[config.mk]
export PLATFORM = sky130hd
export DESIGN_NAME = uart_rx_flat
export DESIGN_NICKNAME = d
export VERILOG_FILES = /design/src/rtl/uart_rx_if.sv /design/src/rtl/uart_rx.sv /design/src/flat_wrapper.sv
export SDC_FILE = /design/constraint.sdc
export NUM_CORES = 1
export LEC_CHECK = 0
export ABC_AREA = 1
export CORE_MARGIN = 5
export CORE_UTILIZATION = 50
export CTS_BUF_LIST = sky130_fd_sc_hd__clkbuf_2 sky130_fd_sc_hd__clkbuf_4 sky130_fd_sc_hd__clkbuf_8
export DETAILED_ROUTE_END_ITERATION = 10
export PLACE_DENSITY_LB_ADDON = 0.12
export SYNTH_ARGS = -nofsm -noshare
export SYNTH_HDL_FRONTEND = slang
export SYNTH_SLANG_ARGS = --single-unit
[constraint.sdc]
create_clock -name clk -period 1.5 [get_ports clk]
set_input_delay 0.375 -clock clk [delete_from_list [all_inputs] [get_ports clk]]
set_output_delay 0.375 -clock clk [all_outputs]
set_load 0.01 [all_outputs]
[src/rtl/uart_rx_if.sv]
// uart_rx serial-side and byte-side signal bundle.
// master drives the line and tick, slave is the receiver.
interface uart_rx_if #(
    parameter int DATA_BITS = 8
);
    logic                 b_tick;
    logic                 rx;
    logic [DATA_BITS-1:0] rx_data;
    logic                 rx_done;
    logic                 rx_busy;
    logic                 frame_err;

    modport master (
        output b_tick, rx,
        input  rx_data, rx_done, rx_busy, frame_err
    );

    modport slave (
        input  b_tick, rx,
        output rx_data, rx_done, rx_busy, frame_err
    );
endinterface

[src/rtl/uart_rx.sv]
// 8N1 UART receiver, oversampled by the shared baud tick.
// Delivers one byte per frame with a one-cycle done strobe.
module uart_rx #(
    parameter int OVERSAMPLE = 8,
    parameter int DATA_BITS  = 8
) (
    input  logic     clk,
    input  logic     rst,
    uart_rx_if.slave bus
);
    localparam int TW = $clog2(OVERSAMPLE);
    localparam int BW = $clog2(DATA_BITS);
    localparam logic [TW-1:0] HALF = TW'(OVERSAMPLE / 2 - 1);
    localparam logic [TW-1:0] FULL = TW'(OVERSAMPLE - 1);
    localparam logic [BW-1:0] LAST = BW'(DATA_BITS - 1);

    typedef enum logic [2:0] {
        S_IDLE,
        S_START,
        S_DATA,
        S_STOP,
        S_BREAK
    } state_t;

    state_t               r_state, w_state;
    logic [1:0]           r_sync;
    logic [TW-1:0]        r_tick, w_tick;
    logic [BW-1:0]        r_bit, w_bit;
    logic [DATA_BITS-1:0] r_shift, w_shift;
    logic [DATA_BITS-1:0] r_data, w_data;
    logic                 r_done, w_done;
    logic                 r_ferr, w_ferr;
    logic                 w_rx_s;

    assign w_rx_s = r_sync[1];

    always_ff @(posedge clk) begin
        if (rst) begin
            r_sync  <= 2'b11;
            r_state <= S_IDLE;
            r_tick  <= '0;
            r_bit   <= '0;
            r_shift <= '0;
            r_data  <= '0;
            r_done  <= 1'b0;
            r_ferr  <= 1'b0;
        end else begin
            r_sync  <= {r_sync[0], bus.rx};
            r_state <= w_state;
            r_tick  <= w_tick;
            r_bit   <= w_bit;
            r_shift <= w_shift;
            r_data  <= w_data;
            r_done  <= w_done;
            r_ferr  <= w_ferr;
        end
    end

    always_comb begin
        w_state = r_state;
        w_tick  = r_tick;
        w_bit   = r_bit;
        w_shift = r_shift;
        w_data  = r_data;
        w_done  = 1'b0;
        w_ferr  = r_ferr;
        case (r_state)
            S_IDLE: begin
                if (!w_rx_s) begin
                    w_state = S_START;
                    w_tick  = '0;
                end
            end
            S_START: begin
                if (bus.b_tick) begin
                    if (r_tick == HALF) begin
                        if (!w_rx_s) begin
                            w_state = S_DATA;
                            w_tick  = '0;
                            w_bit   = '0;
                        end else begin
                            w_state = S_IDLE;
                        end
                    end else begin
                        w_tick = r_tick + 1'b1;
                    end
                end
            end
            S_DATA: begin
                if (bus.b_tick) begin
                    if (r_tick == FULL) begin
                        w_shift = {w_rx_s, r_shift[DATA_BITS-1:1]};
                        w_tick  = '0;
                        if (r_bit == LAST) w_state = S_STOP;
                        else               w_bit   = r_bit + 1'b1;
                    end else begin
                        w_tick = r_tick + 1'b1;
                    end
                end
            end
            S_STOP: begin
                if (bus.b_tick) begin
                    if (r_tick == FULL) begin
                        w_data  = r_shift;
                        w_done  = 1'b1;
                        w_ferr  = ~w_rx_s;
                        w_tick  = '0;
                        // a low stop bit parks in BREAK so a held-low line cannot re-arm START
                        w_state = w_rx_s ? S_IDLE : S_BREAK;
                    end else begin
                        w_tick = r_tick + 1'b1;
                    end
                end
            end
            S_BREAK: begin
                if (w_rx_s) w_state = S_IDLE;
            end
            default: w_state = S_IDLE;
        endcase
    end

    assign bus.rx_data   = r_data;
    assign bus.rx_done   = r_done;
    assign bus.rx_busy   = (r_state != S_IDLE);
    assign bus.frame_err = r_ferr;
endmodule

[src/flat_wrapper.sv]
// flat-port wrapper written by rule: the top's interface ports become plain ports
module uart_rx_flat 
#(
    parameter int OVERSAMPLE = 8,
    parameter int DATA_BITS  = 8
)
  (clk, rst, bus_b_tick, bus_rx, bus_rx_data, bus_rx_done, bus_rx_busy, bus_frame_err);
  uart_rx_if #(.DATA_BITS(DATA_BITS)) bus_i ();
  input  logic clk;
  input  logic rst;
  input wire logic [$bits(bus_i.b_tick)-1:0] bus_b_tick;
  input wire logic [$bits(bus_i.rx)-1:0] bus_rx;
  output wire logic [$bits(bus_i.rx_data)-1:0] bus_rx_data;
  output wire logic [$bits(bus_i.rx_done)-1:0] bus_rx_done;
  output wire logic [$bits(bus_i.rx_busy)-1:0] bus_rx_busy;
  output wire logic [$bits(bus_i.frame_err)-1:0] bus_frame_err;
  assign bus_i.b_tick = bus_b_tick;
  assign bus_i.rx = bus_rx;
  assign bus_rx_data = bus_i.rx_data;
  assign bus_rx_done = bus_i.rx_done;
  assign bus_rx_busy = bus_i.rx_busy;
  assign bus_frame_err = bus_i.frame_err;
  uart_rx #(.OVERSAMPLE(OVERSAMPLE), .DATA_BITS(DATA_BITS)) u_core (.clk(clk), .rst(rst), .bus(bus_i));
endmodule
---- Word-level counts from Yosys, hierarchy flattened ----
Index checks and enable logic that the tools add are counted.
word-level totals
  register bits after elaboration ......... 29
  bits in latches ......................... 0
  RAM bits ................................ 0
  bits in read-only memories .............. 0
  bits of input ports ..................... 4
  output and inout bits ................... 11
  logic and storage cells ................. 69
  memories kept ........................... 0
operators by class
  add/sub/neg operators ................... 2
  $mul .................................... 0
  div/mod/pow operators ................... 0
  $lt $le $gt $ge ......................... 0
  eq/ne operators ......................... 19
  shifts and indexed selects .............. 0
  multiplexer cells ....................... 26
  bitwise gates (word level) .............. 3
  reduce and logical (&&, ||, !) cells .... 11
operators with widths
  cell                                                                     count
  3-bit two-way mux                                                        21
  3-bit one-hot mux with 5 select lines                                    1
  2-bit by 1-bit inequality test with 1-bit output, second input constant  6
  2-bit inequality test, second input constant                             6
  3-bit by 2-bit equality test with 1-bit output, second input constant    3
  3-bit equality test, second input constant                               3
  3-bit one-hot mux with 3 select lines                                    1
  3-bit AND reduction                                                      3
  9-bit AND reduction                                                      1
  7-bit AND reduction                                                      1
  3-bit by 1-bit adder with 3-bit output, second input constant            2
  3-bit one-hot mux with 2 select lines                                    1
  3-bit nonzero test                                                       2
  3-bit by 1-bit equality test with 1-bit output, second input constant    1
  3-bit zero test                                                          1
  1-bit NOT                                                                3
  3-bit OR reduction                                                       1
  2-bit two-way mux                                                        1
  2-bit nonzero test                                                       1
  2-bit OR reduction                                                       1
  1-bit two-way mux                                                        1

---- Longest topological paths before layout ----
  depth after elaboration ................. 5
  mapped depth ............................ 11
  depth with buffers taken out ............ 11

---- Worst setup path after synthesis ----
Ideal clock, no wire load.
  path kind ............................... register to register
  from .................................... register u_core.r_tick[0]
  to ...................................... register u_core.r_data[2] (netlist: u_core.bus.rx_data[2])
  setup time .............................. 0.066 ns
  data arrival time ....................... 1.321 ns
  required time ........................... 1.434 ns
  slack ................................... 0.113 ns
  stages on the path, launching flop included .. 8
  buffers on the path ..................... 1
  period minus slack after synthesis ...... 1.387 ns
  cells stage by stage .................... dfxtp_1 > ha_1 > ha_1 > nand2_2 > nor2_4 > buf_6 > o21ai_2 > a21oi_2
on the way
  longest elaborated chain between the ends .. 2
RTL lines
  element                               line            text
  start: declaration                    uart_rx.sv:27   logic [TW-1:0] r_tick, w_tick;
  start signal: assignment              uart_rx.sv:50   r_tick <= w_tick;
  3-bit equality test                   uart_rx.sv:103  if (r_tick == FULL) begin
  3-bit AND reduction (no source line)  -
  end signal: assignment                uart_rx.sv:53   r_data <= w_data;
  end: declaration                      uart_rx.sv:30   logic [DATA_BITS-1:0] r_data, w_data;
No other way between the ends.
A chain may end at the register's enable or synchronous reset.

---- Worst setup path after layout ----
  from .................................... register u_core.r_state[0]
  to ...................................... output port bus_rx_busy
on the way
  longest elaborated chain between the ends .. 1
RTL lines
  element                   line                text
  start: declaration        uart_rx.sv:25       state_t r_state, w_state;
  start signal: assignment  uart_rx.sv:49       r_state <= w_state;
  3-bit nonzero test        uart_rx.sv:124      assign bus.rx_busy = (r_state != S_IDLE);
  end: declaration          flat_wrapper.sv:15  output wire logic [$bits(bus_i.rx_busy)-1:0] bus_rx_busy;
No other way between the ends.

==> out/results.ini <==
[outcome]
status=complete, no violations

[yosys]
synthesis.nets=195
synth_mux_area_share_pct=0
synthAdderAreaFrac_pct=4.40
yosys.area.top_type_share_pct=40.8
synth_cell_type_count=28
synthXorXnorAreaFrac_pct=0
synthTopCellsByArea=dfxtp_1 41%, nor2_1 7.4%, nand2_1 6.6%
yosysWarningCount=0
synthCells=186
synth_top_family_by_area=simple AND/OR/NAND/NOR gates
yosysSeqAreaShare_pct=40.8
synth_compound_area_share_pct=14.7
yosys.area_share.simple_pct=28.6
synth-seq-cells=29
avgSynthCellArea_um2=7.65
synth_area_leader_cell=dfxtp_1
mappedNetlistArea_um2=1420

[grt]
grt_use_met3_pct=5.15
track_usage_pct=15.0
grt_max_degree=22
grt_pass1_vias=1229
grt_pass1_wl_mm=4.95
antenna_found_initial=0
grt_busiest_layer=met2
use_met2_pct=25.1
globalRouteOverflowTotal=0
grt.met1_usage_pct=16.9

[finish]
layout-drive-gt1-share_pct=26.8
nFillCells=243
multi_input_area_um2=721
regArea_um2=586
final_nets=221
syn2layout_area_growth_pct=23.7
n_antenna_cell=0
fin_area_um2=1760
final_cell_mix=25 x nor2_1, 25 x dfxtp_1, 24 x nand2_1
stdcell_count=244

[route]
vias_per_cell=5.04
dr.first_iter.drc_count=32
routed_wirelength_mm=2.78
drtAntennaViolNets=0
vias=1230
drc=0
dr.pass1.iters=5
wl_per_cell_um=11.4

[floorplan]
rows=19
initial_utilization_pct=52.0
dieArea_um2=4010
die_w_um=63.3
ios=15
fp.coreArea_um2=2730
die_y_um=63.3

[cts]
clk_pin_slew_ns=0.09
cts_sinks=29
cts_root_buf=clkbuf_4
ctsLongestPathBuffers=2
tritoncts=built
clk_latency_ns=0.32
htreeDepth=2
cts_hold_buf=0
numCtsBuffers=5

[worst_setup_path]
required_ns=1.12
start_kind=flip-flop
crit_arrival_ns=1.04
crit_type=flip-flop to primary output
critPathMaxFanout=2
endpoint_kind=primary output

[power]
p_seq_share_pct=35.5
ir_worst_vdd_uv=1090
p_int_mw=1.53
p_switching_uw=969
p_per_area_nw_per_um2=1420
pwr-share-clk_pct=21.2
swShare_pct=38.7
leakage_nw=0.825
combPwrFrac_pct=43.2

[timing]
setup_violations=0
relSlewSlack_pct=84.5
final_hold_viol_count=0
holdWs_ns=0.412
worstMarginPinSlew_ns=0.231
fin_skew_ns=0.00970
fmax_ghz=0.705
fin_ws_ns=0.0815
min_period_ns=1.42
slew_viol_final=0
finalCritPeriodShare_pct=94.6

[placed_design]
dpl_worst_slack_ns=-0.184
dpl.cell_count=236
gp_congestion=0.946
dpl-instance-area_um2=1660
io_buffers=14
hpwl_mm=2.06

[job]
drv_cap=0

[min_path]
hp-class=flip-flop to flip-flop

==> logic make-up (layout without fill, tap and decap cells) <==
family / count (synthesis) / count (layout)
AOI/OAI and AO/OA: 38 / 38
adders and majority gates: 5 / 5
DFF: 29 / 29
buffers and inverters: 33 / 60
and+or+nand+nor: 81 / 81
==> worst max-delay path, cell delays in order, from the launching register on <==
cell	delay, ns
dfxtp_2	0.33
nor2_2	0.11
nand2_1	0.06
clkdlybuf4s15_1	0.22
==> layer usage <==
metal,share of wire [%],vias to the layer above
met5,0,-
met4,1.8,0
met3,3.6,8
met2,50,25
met1,45,551
li1,-,646
==> registers in the layout, summed over array words and instances (netlist names) <==
register              count
u_core.bus.rx_data        8
u_core.r_shift            8
u_core.r_bit              3
u_core.r_state            3
u_core.r_tick             3
u_core.r_sync             2
u_core.bus.frame_err      1
u_core.bus.rx_done        1
==> final timing paths <==
check,end,slack (ns),cells after the start,start
max,bus_rx_busy,0.08,3,u_core.r_state[0]
min,u_core.r_sync[1],0.41,1,u_core.r_sync[0]
max reg2reg,u_core.r_bit[1],0.11,10,u_core.r_tick[0]
min reg2reg,u_core.r_sync[1],0.41,1,u_core.r_sync[0]
==> layout make-up <==
| class | instances | area share [%] |
|---|---|---|
| Inverter | 26 | 5.83 |
| Sequential cell | 29 | 33.3 |
| Timing Repair Buffer | 26 | 13.8 |
| Multi-Input combinational cell | 124 | 40.9 |
| Tap cell | 31 | 2.20 |
| Clock buffer | 7 | 3.70 |
| Clock inverter | 1 | 0.284 |
==> cell usage after synthesis <==
master    count
o21ai_2       1
o21ai_0      10
or2_0         1
nand3_2       2
nand3_1       8
nor3_2        1
nand4_1       3
o22ai_1       1
ha_1          5
nor2_1       28
o21ai_1       5
buf_2         1
inv_2         4
nor2_4        2
o211ai_1      1
buf_6         4
or2_2         2
nand2_4       2
inv_4         2
buf_4         1
dfxtp_1      29
nand2_1      25
a21oi_1      17
clkbuf_1      1
a21oi_2       3
inv_1        20
nand2_2       6
nand3_4       1
==> through the flow <==
| stage | total power, mW | util, % | TNS, ns |
|---|---|---|---|
| after detailed placement | 1.94 | 60.5 | -3.31 |
| after CTS | 2.47 | 62.8 | 0 |
| after global placement | 1.90 | 60.5 | -2.57 |
| after floorplan | 1.68 | - | 0 |
| final | 2.50 | 64.4 | 0 |
| after global routing | 2.69 | 64.4 | -0.00175 |
==> timing repair <==
item,CTS,global route
gates resized for setup,14,16
pin swaps,0,2
endpoints found under the setup margin,12,22
buffers inserted,0,0
==> power by group through the flow <==
stage | clock, mW | combinational [mW] | sequential, mW
after floorplan | 0 | 0.791 | 0.893
after global placement | 0 | 1.02 | 0.889
after detailed placement | 0 | 1.05 | 0.893
after CTS | 0.552 | 1.03 | 0.882
after global routing | 0.597 | 1.20 | 0.896
final | 0.531 | 1.08 | 0.889
Power figures use the tool's default switching activity.
